$ cat src/rtl/img_mem_arbiter_pkg.sv
// Shared definitions for the image-memory arbiter: FSM states, requester IDs
// and default widths.
package img_mem_arbiter_pkg;

  localparam int DEF_ADDR_WIDTH = 19;
  localparam int DEF_DATA_WIDTH = 8;
  localparam int DEF_TIMEOUT    = 255;
  localparam int TO_CNT_WIDTH   = 8;

  typedef enum logic [1:0] {
    ST_IDLE  = 2'd0,
    ST_ISSUE = 2'd1,
    ST_WAIT  = 2'd2,
    ST_RESP  = 2'd3
  } state_t;

  typedef enum logic [1:0] {
    ID_UART   = 2'd0,
    ID_CPU_WR = 2'd1,
    ID_CPU_RD = 2'd2
  } req_id_t;

  function automatic req_id_t onehot_to_id(input logic [2:0] oh);
    req_id_t id;
    if (oh[1])      id = ID_CPU_WR;
    else if (oh[2]) id = ID_CPU_RD;
    else            id = ID_UART;
    return id;
  endfunction

endpackage

$ cat src/rtl/img_mem_arbiter_rr_arbiter3.sv
// Combinational 3-way round-robin arbiter: search starts one past last_grant.
module rr_arbiter3
  import img_mem_arbiter_pkg::*;
(
  input  logic [2:0] req,
  input  logic [1:0] last_grant,
  output logic [2:0] grant
);

  logic [1:0] idx;

  always_comb begin
    grant = '0;
    idx   = '0;
    for (int unsigned k = 1; k <= 3; k++) begin
      idx = 2'((32'(last_grant) + k) % 3);
      if (grant == '0 && req[idx]) grant[idx] = 1'b1;
    end
  end

endmodule

$ cat src/rtl/img_mem_arbiter.sv
// Arbitrates UART and CPU read/write ports onto one shared image memory,
// one transaction at a time, with round-robin fairness and an ack timeout.
module img_mem_arbiter
  import img_mem_arbiter_pkg::*;
#(
  parameter int ADDR_WIDTH = DEF_ADDR_WIDTH,
  parameter int DATA_WIDTH = DEF_DATA_WIDTH,
  parameter int TIMEOUT    = DEF_TIMEOUT
) (
  input  logic                  clk,
  input  logic                  rst,
  input  logic                  cpu_re,
  input  logic [ADDR_WIDTH-1:0] cpu_raddr,
  output logic [DATA_WIDTH-1:0] cpu_rdata,
  output logic                  cpu_rd_ready,
  input  logic                  cpu_we,
  input  logic [ADDR_WIDTH-1:0] cpu_waddr,
  input  logic [DATA_WIDTH-1:0] cpu_wdata,
  output logic                  cpu_wr_ready,
  input  logic                  uart_req,
  input  logic                  uart_we,
  input  logic [ADDR_WIDTH-1:0] uart_addr,
  input  logic [DATA_WIDTH-1:0] uart_wdata,
  output logic [DATA_WIDTH-1:0] uart_rdata,
  output logic                  uart_ack,
  output logic                  mem_req,
  output logic                  mem_we,
  output logic [ADDR_WIDTH-1:0] mem_addr,
  output logic [DATA_WIDTH-1:0] mem_wdata,
  input  logic [DATA_WIDTH-1:0] mem_rdata,
  input  logic                  mem_ack,
  output logic                  busy,
  output logic                  timeout_err
);

  state_t                  state, state_nxt;
  req_id_t                 last_grant, owner, gid;
  logic [TO_CNT_WIDTH-1:0] to_cnt;
  logic [2:0]              req_vec, grant;
  logic                    acked, timed_out, resp;

  assign req_vec = {cpu_re, cpu_we, uart_req};

  rr_arbiter3 u_rr (
    .req        (req_vec),
    .last_grant (last_grant),
    .grant      (grant)
  );

  assign gid = onehot_to_id(grant);

  // An ack in ISSUE is honoured exactly like one in WAIT; elsewhere it is ignored.
  assign acked     = mem_ack && (state == ST_ISSUE || state == ST_WAIT);
  assign timed_out = (state == ST_WAIT) && !mem_ack &&
                     (to_cnt == TO_CNT_WIDTH'(TIMEOUT - 1));

  always_comb begin
    state_nxt = state;
    case (state)
      ST_IDLE:  if (|req_vec) state_nxt = ST_ISSUE;
      ST_ISSUE: state_nxt = acked ? ST_RESP : ST_WAIT;
      ST_WAIT:  if (acked || timed_out) state_nxt = ST_RESP;
      ST_RESP:  state_nxt = ST_IDLE;
      default:  state_nxt = ST_IDLE;
    endcase
  end

  always_ff @(posedge clk) begin
    if (rst) begin
      state       <= ST_IDLE;
      last_grant  <= ID_CPU_RD;
      owner       <= ID_UART;
      mem_we      <= 1'b0;
      mem_addr    <= '0;
      mem_wdata   <= '0;
      to_cnt      <= '0;
      timeout_err <= 1'b0;
      cpu_rdata   <= '0;
      uart_rdata  <= '0;
    end else begin
      state <= state_nxt;
      case (state)
        ST_IDLE: begin
          if (|req_vec) begin
            owner      <= gid;
            last_grant <= gid;
            case (gid)
              ID_UART: begin
                mem_we    <= uart_we;
                mem_addr  <= uart_addr;
                mem_wdata <= uart_wdata;
              end
              ID_CPU_WR: begin
                mem_we    <= 1'b1;
                mem_addr  <= cpu_waddr;
                mem_wdata <= cpu_wdata;
              end
              default: begin
                mem_we    <= 1'b0;
                mem_addr  <= cpu_raddr;
                mem_wdata <= '0;
              end
            endcase
          end
        end
        ST_ISSUE: to_cnt <= '0;
        ST_WAIT:  if (!mem_ack) to_cnt <= to_cnt + 1'b1;
        default:  ;
      endcase

      if (acked && !mem_we) begin
        if (owner == ID_UART) uart_rdata <= mem_rdata;
        else                  cpu_rdata  <= mem_rdata;
      end

      // A timed-out read still completes, returning zero data.
      if (timed_out) begin
        timeout_err <= 1'b1;
        if (!mem_we) begin
          if (owner == ID_UART) uart_rdata <= '0;
          else                  cpu_rdata  <= '0;
        end
      end
    end
  end

  assign mem_req      = (state == ST_ISSUE) || (state == ST_WAIT);
  assign busy         = (state != ST_IDLE);
  assign resp         = (state == ST_RESP);
  assign uart_ack     = resp && (owner == ID_UART);
  assign cpu_wr_ready = resp && (owner == ID_CPU_WR);
  assign cpu_rd_ready = resp && (owner == ID_CPU_RD);

endmodule
$ cat config.mk
export PLATFORM = sky130hd
export DESIGN_NAME = img_mem_arbiter
export DESIGN_NICKNAME = d
export VERILOG_FILES = /design/src/rtl/img_mem_arbiter_pkg.sv /design/src/rtl/img_mem_arbiter_rr_arbiter3.sv /design/src/rtl/img_mem_arbiter.sv
export SDC_FILE = /design/constraint.sdc
export NUM_CORES = 1
export LEC_CHECK = 0
export ABC_AREA = 1
export CORE_MARGIN = 2
export CORE_UTILIZATION = 45
export CTS_BUF_LIST = sky130_fd_sc_hd__clkbuf_4
export DETAILED_ROUTE_END_ITERATION = 16
export HOLD_SLACK_MARGIN = 0.02
export MAX_ROUTING_LAYER = met4
export PLACE_DENSITY = 0.86
export SLEW_MARGIN = 20
export SYNTH_ARGS = -nofsm -noshare
export SYNTH_HDL_FRONTEND = slang
export SYNTH_SLANG_ARGS = --single-unit
$ cat constraint.sdc
create_clock -name clk -period 2.66 [get_ports clk]
set_input_delay 0.532 -clock clk [delete_from_list [all_inputs] [get_ports clk]]
set_output_delay 0.532 -clock clk [all_outputs]
set_load 0.05 [all_outputs]
==> impl_metrics.yaml <==
sta:
  fmaxAchievable_mhz: 408
  hold_violations: 0
  whs_ns: 0.471
  rsz0062_at_grt: "no"
  maxSlewHeadroom_pct: 63.2
  setup_violations: 0
  fin_crit_ns: 2.45
  slew_violations: 0
  fin_crit_sh_pct: 92.2
  finClkSkew_ns: 0.0130
  tightest_slew_ns: 0.548
routing:
  remaining_drc_errors: 0
  wl_um: 9580
  antenna_left: 0
  vias: 3644
  drt_first_pass_iters: 5
  wl_per_cell_um: 13.1
  viasPerCell: 4.99
  drt_iter0_drc: 192
worst_hold_path:
  hold_end: "cpu_rdata[7]"
  worstHoldStart: "cpu_rdata[7]"
  hold_class: "flip-flop to flip-flop"
  holdPathStages: 2
setup_path:
  crit_slowest_cell: "o21bai_4"
  critPathMaxFanout: 12
  reg2reg_to: "mem_wdata[0]"
  cp-end-kind: "flip-flop"
  critPathLaunchType: "flip-flop"
  critPathKind: "flip-flop to flip-flop"
  r2r_slack_ns: 0.21
  cpPeakStageDelay_ns: 0.45
  crit_top_cell: "nand2_1"
  r2r_start: "last_grant[1]"
  crit_chain: "inv_1 -> ha_1 -> inv_1 -> nand3_1 -> nand2_1 -> inv_1 -> nand2_1 -> nand4_2 -> o21bai_4 -> buf_4 -> nand2_1 -> nand2_1 -> nand2_1 -> a21oi_2"
  crit_family: "simple AND/OR/NAND/NOR gates"
  crit_arrival_ns: 2.81
  path_buf_inv: 4
  cp.required_ns: 3.01
  ff2ff_path_depth: 14
yosys:
  synth_flop_cell: "dfxtp_1"
  synthArstFlopShare_pct: 0
  synth_edf_count: 0
  synthTopCellsByArea: "dfxtp_1 35%, nand2_1 13%, inv_1 6.8%"
  yosysTopAreaCell: "dfxtp_1"
  synth_warnings: 0
  synth_top_area_share_pct: 34.6
  yosysMostFrequentCell: "nand2_1"
  syn_area_mm2: 0.00336
  netlist_instances: 482
  avgSynthCellArea_um2: 6.97
  yosysSeqAreaShare_pct: 34.6
  synth_nets: 580
  netlist_top_cells_count: "116 x nand2_1, 61 x inv_1, 58 x dfxtp_1"
  ys_types: 38
  ys_ff_latch: 58
finish:
  stdcell_count: 730
  final_net_count: 724
  n_antenna_cell: 0
  fin_area_mm2: 0.00507
  area_growth_pct: 50.9
  layout-drive-gt1-share_pct: 10.5
clock_network:
  clockBufferDepth: 2
  cts-root-buf: "clkbuf_4"
  cts.clk_slew.worst_paths_ns: 0.10
  cts_tree: "done"
  cts_made_buffers: 9
  htree_num_levels: 3
  clkSinkCount: 58
  insertion_delay_ns: 0.41
  post-cts-setup-buffers: 0
placement:
  place.gp.congestion: 0.913
  dp.cells: 714
  placed_cell_area_mm2: 0.00486
  port_buffers: 137
  dp_hpwl_um: 7280
global_routing:
  grt_pass1_wl_um: 15500
  antenna_found_initial: 0
  grt_max_degree: 55
  grt-ovfl-total: 0
  grt_pass1_vias: 3514
  grt_usage_pct: 23.7
job:
  drv_cap: 0
floorplan:
  initial_core_util_pct: 46.3
  ioPinCount: 138
  dieHeight_um: 90.4
  row_count: 31
  fp.dieW_um: 90.4
  die_area_mm2: 0.00817
  coreArea_mm2: 0.00725
power:
  peakVddDrop_v: 0.000874
  leakage_nw: 2.29
  powerDensity_mw_per_mm2: 1380
status:
  status: "complete, no violations"
[power breakdown]
part	internal, W	switching [W]	leakage, nW	total [W]
Sequential	0.00116	0.000181	0.475	0.00134
Clock	0.000577	0.000330	0.108	0.000907
Combinational	0.00161	0.00314	1.71	0.00475
Total	0.00334	0.00365	2.29	0.00699
[cell usage in the layout, fill, tap and decap left out, types with 10 or more instances in the layout]
master and n:
clkdlybuf4s50_1 132, nand2_1 116, inv_1 61, dfxtp_1 58, a21oi_1 44, nand3_1 43, nor2_1 30, o21ai_0 20
buf_4 13, nand2_2 11, clkbuf_4 10
[layout make-up]
type,instances,area (um2)
fillers,582,2180
clock buffers,10,75.1
inverters,69,267
repair buffers,151,1500
multi-input cells,337,1810
flip-flops and latches,58,1160
clock inverters,6,129
well taps,99,124
[stage by stage]
step                      worst slack, ns  utilization (%)  TNS [ns]  total power (W)
after floorplan                     0.455                -         0          0.00489
after global placement             0.0971             67.0         0          0.00596
after detailed placement          -0.0287             67.0   -0.0764          0.00609
after CTS                          0.0168             69.8         0          0.00701
after global routing               0.0158             69.9         0          0.00747
final                               0.206             69.9         0          0.00699
[per-layer routing]
metal | GRT usage (%) | wire [um]
met5 | - | 0
met2 | 41.1 | 4760
met4 | 6.92 | 105
met1 | 26.3 | 4100
met3 | 7.43 | 612
[cell families (layout without fill, tap and decap cells)]
group,count (synthesis),after routing,share of synthesized area [%]
AOI/OAI and AO/OA,88,88,15.7
and+or+nand+nor,232,232,32.2
DFF,58,58,34.6
buffers and inverters,87,236,11.8
muxes,7,7,2.09
adders and majority gates,10,10,3.72
[worst max-delay path by stage]
| stage | startpoint | end | slack, ns | cells after the start |
|---|---|---|---|---|
| 2_1_floorplan | last_grant[0] | mem_addr[2] | 0.46 | 15 |
| 3_3_place_gp | cpu_re | mem_wdata[5] | 0.1 | 12 |
| 3_5_place_dp | cpu_re | mem_wdata[0] | -0.03 | 12 |
| 4_1_cts | state[1] | mem_req | 0.02 | 3 |
| 5_1_grt | last_grant[1] | mem_wdata[2] | 0.02 | 14 |
| 6_report | last_grant[1] | mem_wdata[0] | 0.21 | 14 |
[flip-flops by register name (all words and copies together) (netlist names), 2 cells and up]
signal,cells
cpu_rdata,8
last_grant,2
mem_addr,19
mem_wdata,8
state,2
to_cnt,8
uart_rdata,8
[worst min-delay path, stage by stage, from the launching register on]
cell and delay (ns):
dfxtp_1 0.32, nand2_1 0.06, a21oi_1 0.05
[timing repair]
item                                   CTS  global route
hold buffers                             0             0
endpoints found under the hold margin    0             0
resized for setup                        2             3
setup endpoints to repair                2             4
(Power assumes the default switching activity.)
